==> config.mk <==
export PLATFORM = sky130hd
export DESIGN_NAME = wb_mux_ctrl
export DESIGN_NICKNAME = d
export VERILOG_FILES = /design/src/rtl/wb_mux_ctrl.sv
export SDC_FILE = /design/constraint.sdc
export NUM_CORES = 1
export LEC_CHECK = 0
export BUFFER_PORTS_ARGS = -buffer_cell sky130_fd_sc_hd__buf_4
export CAP_MARGIN = 0
export CORE_MARGIN = 4
export CORE_UTILIZATION = 25
export CTS_BUF_LIST = sky130_fd_sc_hd__clkbuf_16
export DETAILED_ROUTE_END_ITERATION = 6
export SETUP_SLACK_MARGIN = 0.5
export SYNTH_ARGS = -nofsm -noshare
export SYNTH_HDL_FRONTEND = slang
export SYNTH_SLANG_ARGS = --single-unit
==> constraint.sdc <==
create_clock -name clk -period 3.4 [get_ports clk]
set_clock_uncertainty 0.1 [all_clocks]
set_input_delay 0.68 -clock clk [delete_from_list [all_inputs] [get_ports clk]]
set_output_delay 0.68 -clock clk [all_outputs]
set_load 0.03 [all_outputs]
==> src/rtl/wb_mux_ctrl.sv <==
// Write-back sequencer: owns the register-write-data mux select and the register-file
// write enable, holding each request until its source data is valid, then writing once.
module wb_mux_ctrl #(
  parameter int MD_TIMEOUT = 34
) (
  input  logic       clk,
  input  logic       rst_n,
  input  logic       wb_req,
  input  logic [2:0] wb_src,
  input  logic       mem_wait,
  input  logic       md_busy,
  input  logic       flush,
  output logic [2:0] mux_sel,
  output logic       reg_write,
  output logic       wb_ack,
  output logic       wb_err,
  output logic       busy,
  output logic [1:0] dbgState
);

  // Handshake: wb_req/wb_src are taken only on an edge where busy=0; the requester must
  // not present a new request until busy returns to 0. wb_ack marks the single write cycle.

  typedef enum logic [1:0] {
    IDLE  = 2'b00,
    WAIT  = 2'b01,
    WRITE = 2'b10
  } state_t;

  localparam logic [2:0] SRC_MDR     = 3'd1;
  localparam logic [2:0] SRC_HI      = 3'd2;
  localparam logic [2:0] SRC_LO      = 3'd3;
  localparam logic [2:0] SRC_ILLEGAL = 3'd7;
  localparam logic [7:0] CNT_LAST    = 8'(MD_TIMEOUT - 1);

  state_t     state;
  logic [7:0] cnt;
  logic       reqBlocked;
  logic       heldBlocked;

  function automatic logic srcBlocked(input logic [2:0] src, input logic memWait,
                                      input logic mdBusy);
    return ((src == SRC_MDR) && memWait) ||
           (((src == SRC_HI) || (src == SRC_LO)) && mdBusy);
  endfunction

  // In IDLE the incoming code decides; in WAIT the latched select is the source.
  assign reqBlocked  = srcBlocked(wb_src, mem_wait, md_busy);
  assign heldBlocked = srcBlocked(mux_sel, mem_wait, md_busy);

  always_ff @(posedge clk or negedge rst_n) begin
    if (!rst_n) begin
      state   <= IDLE;
      cnt     <= 8'd0;
      mux_sel <= 3'b000;
      wb_err  <= 1'b0;
    end else begin
      wb_err <= 1'b0;
      case (state)
        IDLE: begin
          if (wb_req && !flush) begin
            if (wb_src == SRC_ILLEGAL) begin
              wb_err <= 1'b1;
            end else begin
              mux_sel <= wb_src;
              cnt     <= 8'd0;
              state   <= reqBlocked ? WAIT : WRITE;
            end
          end
        end
        WAIT: begin
          // A clearing block beats a timeout landing on the same edge.
          if (flush) begin
            state <= IDLE;
          end else if (!heldBlocked) begin
            state <= WRITE;
          end else if (cnt == CNT_LAST) begin
            state  <= IDLE;
            wb_err <= 1'b1;
          end else begin
            cnt <= cnt + 8'd1;
          end
        end
        WRITE: begin
          // Enable is already on the wire, so a flush here cannot stop the write.
          state <= IDLE;
        end
        default: begin
          state <= IDLE;
        end
      endcase
    end
  end

  assign reg_write = (state == WRITE);
  assign wb_ack    = (state == WRITE);
  assign busy      = (state != IDLE);
  assign dbgState  = state;

  writeNotErr: assert property (@(posedge clk) disable iff (!rst_n) !(reg_write && wb_err));
  selStableBusy: assert property (@(posedge clk) disable iff (!rst_n)
    (busy && $past(busy)) |-> $stable(mux_sel));

endmodule

After elaboration in Yosys (flattened, before gate mapping)
Index checks and enable logic that the tools add are counted.
Operators by class
  add/sub/neg operators: 1
  equality and inequality tests: 16
  multiplexer cells: 19
  bitwise logic cells: 1
  reduce and logical (&&, ||, !) cells: 16
Operators by type and width (count)
  2-to-1 mux 8 bit: 5
  one-hot mux 8 bit (2 select lines): 1
  == test 3 x 2 -> 1 bit (second input constant): 4
  2-to-1 mux 2 bit: 6
  != test 2 bit (second input constant): 5
  adder 8 x 1 -> 8 bit (second input constant): 1
  == test 8 x 6 -> 1 bit (second input constant): 1
  == test 3 x 1 -> 1 bit (second input constant): 2
  AND reduction 3 bit: 2
  AND reduction 6 bit: 1
  logical AND 1 bit: 5
  2-to-1 mux 1 bit: 5
  logical OR 1 bit: 4
  != test 4 bit (second input constant): 1
  one-hot mux 2 bit (2 select lines): 1
  nonzero test 2 bit: 2
  == test 3 bit (second input constant): 1
  == test 2 x 1 -> 1 bit (second input constant): 1
  == test 2 bit (second input constant): 1
  zero test 2 bit: 1
  one-hot mux 1 bit (2 select lines): 1
  zero test 1 bit: 1
  inverter 1 bit: 1
Word-level totals
  flip-flop bits (word level): 14
  output and inout bits: 9
  logic and storage cells: 57

Depth between registers and ports, before layout
  depth after elaboration: 8
  depth in mapped cells: 6

Worst setup path after synthesis
No wires, ideal clock.
  kind: reg-to-output
  from: reg state[0], in the netlist dbgState[0]
  to: out wb_ack
  data arrival time: 1.142 ns
  required time: 2.620 ns
  slack: 1.478 ns
  cell stages (with the launch flop): 3
  buffers on the path: 1
  cells stage by stage: dfrtp_1 and2b_1 buf_4
On the way
  word-level cells in the longest chain between the ends: 1
Ends and longest elaborated chain
  start: declaration: line 36  | state_t state;
  start signal: assignment: line 67  | state <= reqBlocked ? WAIT : WRITE;
  == test 2 bit
  end: declaration: line 15  | output logic wb_ack,
No other way between the ends.

Worst setup path after layout
  from: reg state[1], in the netlist dbgState[1]
  to: out busy
On the way
  word-level cells in the longest chain between the ends: 1
Ends and longest elaborated chain
  nonzero test 2 bit: line 97  | assign busy = (state != IDLE);
  end: declaration: line 17  | output logic busy,
No other way between the ends.

==> results.md <==
* I/O pin count at 18
* DR vias at 786
* Yosys warns at 0
* Mapped Cells at 96
* Met3 WL at 103 um
* Post-CTS Setup Inserts at 0
* Pin count of the biggest net entering global routing at 15
* H-Tree Depth at 1
* Cell variety after synth at 33
* Setup crit end kind: output port
* Data required, critical path at 2620 ps
* First-pass GRT wire length at 3390 um
* CTS Hold Bufs at 0
* Met1 WL at 852 um
* Routed Antenna Nets at 0
* Crit path DAT at 1140 ps
* Commonest non-fill, non-tap cells in the layout: 17 x nand2_1, 17 x buf_4, 14 x dfrtp_1, 8 x nand3_1, 6 x nor2_1
* Post-DR vias/cell at 5.04
* Mapped cell area at 842 um2
* Final Cycle Share at 0.563
* Max_slew headroom at 0.546
* Number of global-route vias before repair at 713
* CTS sink cnt at 14
* Core area at 0.00313 mm2
* Hold crit path type: input pin to async pin
* TritonCTS Buffers at 3
* Synth-to-layout area growth at 27.3%
* Max frequency at 522 MHz
* NumNets Final at 125
* Die area at 0.00436 mm2
* Number of DRC markers in iteration 0 at 58
* Final Hold Viols at 0
* Actual slew at the worst max-slew pin at 677 ps
* Post-DP HPWL at 1530 um
* Setup violators final at 0
* Status: completed
* Die H at 66.0 um
* DRC viols at 0
* Met2 WL post-DR at 988 um
* Max-slew violation count at 0
* Worst setup margin at 1480 ps
* Total gr overflow at 0
* Routed WL at 1990 um
* CTS root buffer: clkbuf_16
* Post-synthesis sequential area ratio at 0.416
* Crit-path max FO at 7
* Crit Path Class: flop to output port
* Startpoint types: flop
* DR top layer: met4
* Initial core utilization at 0.269
* Syn_nets at 107
* R2R cell count at 4
* CTS tree: done
* Clock-pin slew on the worst setup and hold paths at 50 ps
* Die Wd at 66.0 um
* Syn Area/Cell at 8.77 um2
* Worst hold slack at 185 ps
* RSZ-0062 raised after global routing: no
* Placer Congestion at 0.823
* Pwr Density at 462 mW/mm2
* Layout cells sized above 1 at 0.232
* Fin Setup TNS at 0 ps
* Worst skew pair latency at 240 ps
* Port Buf Inserts at 17
* TritonRoute pass-1 iters at 4
* Initial antenna violation count at 0
* GRT Overall Usage at 0.103
* Quantity of gates resized following cts at 0
* Ant. Diodes at 0
* Max-Cap Viols at 0
* Drt wl/cell at 12.7 um
* FP Rows at 20
* Post-place setup slack at 1270 ps
* Filler cells at 327
* Crit path time final at 1920 ps
* Leak pwr at 0.482 nW
* Peak supply drop at 0.149 mV
* Post-synthesis register bit count at 14
* CTS Buffer Depth at 2
[per-layer routing]
layer | global-route usage | vias up
met4 | 0.0533 | 0
met5 | 0 | -
met1 | 0.124 | 373
met3 | 0.0255 | 4
li1 | - | 385
met2 | 0.166 | 24
[through the flow]
| step | util | area (um2) | power, W | instances |
|---|---|---|---|---|
| final | 0.343 | 1070 | 0.000495 | 156 |
| after global routing | 0.343 | 1070 | 0.000520 | 156 |
| after CTS | 0.343 | 1070 | 0.000503 | 156 |
| after detailed placement | 0.319 | 997 | 0.000285 | 153 |
| after global placement | 0.319 | 997 | 0.000281 | 153 |
| after floorplan | - | 842 | 0.000243 | 96 |
[kinds of logic (layout without fill, tap and decap cells)]
logic type	after synthesis	after routing	share of synthesized area
AOI/OAI and AO/OA	19	19	0.153
adders and majority gates	2	2	0.0297
buffers and inverters	7	23	0.0461
DFF	14	14	0.416
muxes	3	3	0.0401
and+or+nand+nor	51	51	0.315
[report_power, final]
group	switching, W	internal (W)	leakage (nW)
clock network	0.0000608	0.000153	0.0370
registers	0.0000114	0.000177	0.188
logic	0.0000571	0.0000360	0.257
total	0.000129	0.000366	0.482
[worst paths after layout]
check / start / to / slack (ps)
min: rst_n / cnt[1] / 180
max in group asynchronous: rst_n / cnt[7] / 2840
min reg2reg: cnt[7] / cnt[7] / 440
max: dbgState[1] / busy / 1480
max reg2reg: dbgState[1] / cnt[6] / 1570
min in group clk: cnt[7] / cnt[7] / 440
[worst max-delay path: stages, from the launching register on]
cell and delay (ps):
dfrtp_1 420, or2_2 300, buf_4 170
[area by class of cell]
class / count / area, um2 / share of cell area
Multi-Input combinational cell: 75 / 453 / 0.422
Sequential cell: 14 / 350 / 0.327
Timing Repair Buffer: 17 / 128 / 0.119
Clock buffer: 3 / 75.1 / 0.0700
Tap cell: 44 / 55.1 / 0.0513
Inverter: 3 / 11.3 / 0.0105
[flip-flops by register name, indices dropped and copies added, names as in the netlist]
| name | count |
|---|---|
| cnt | 8 |
| mux_sel | 3 |
| dbgState | 2 |
| wb_err | 1 |
[cell usage after synthesis]
cell       n  share of area
and3_1     2          0.015
buf_6      1          0.013
a31oi_1    1         0.0074
or4_1      2          0.018
clkbuf_1   1         0.0045
nor4b_1    2          0.021
nor2b_1    1         0.0074
inv_1      3          0.013
a22oi_1    1         0.0089
o21ai_0    2          0.012
nand4_1    4          0.030
o22ai_1    1         0.0074
buf_2      1         0.0059
nor3_1     2          0.012
buf_4      1         0.0089
and2b_1    1         0.0089
ha_1       2          0.030
or2_2      1         0.0074
a211oi_1   2          0.018
a21oi_1    4          0.024
o31ai_1    1         0.0089
a21o_1     1         0.0089
nand2_1   17          0.076
o211ai_1   3          0.027
nand3b_1   3          0.027
a31o_2     2          0.021
dfrtp_1   14           0.42
or3b_1     1          0.010
nor2_1     6          0.027
a22o_1     1          0.010
nand3_1    8          0.048
mux2_2     3          0.040
nor3b_1    1         0.0089
No activity file was read; power rests on OpenSTA's default activity.
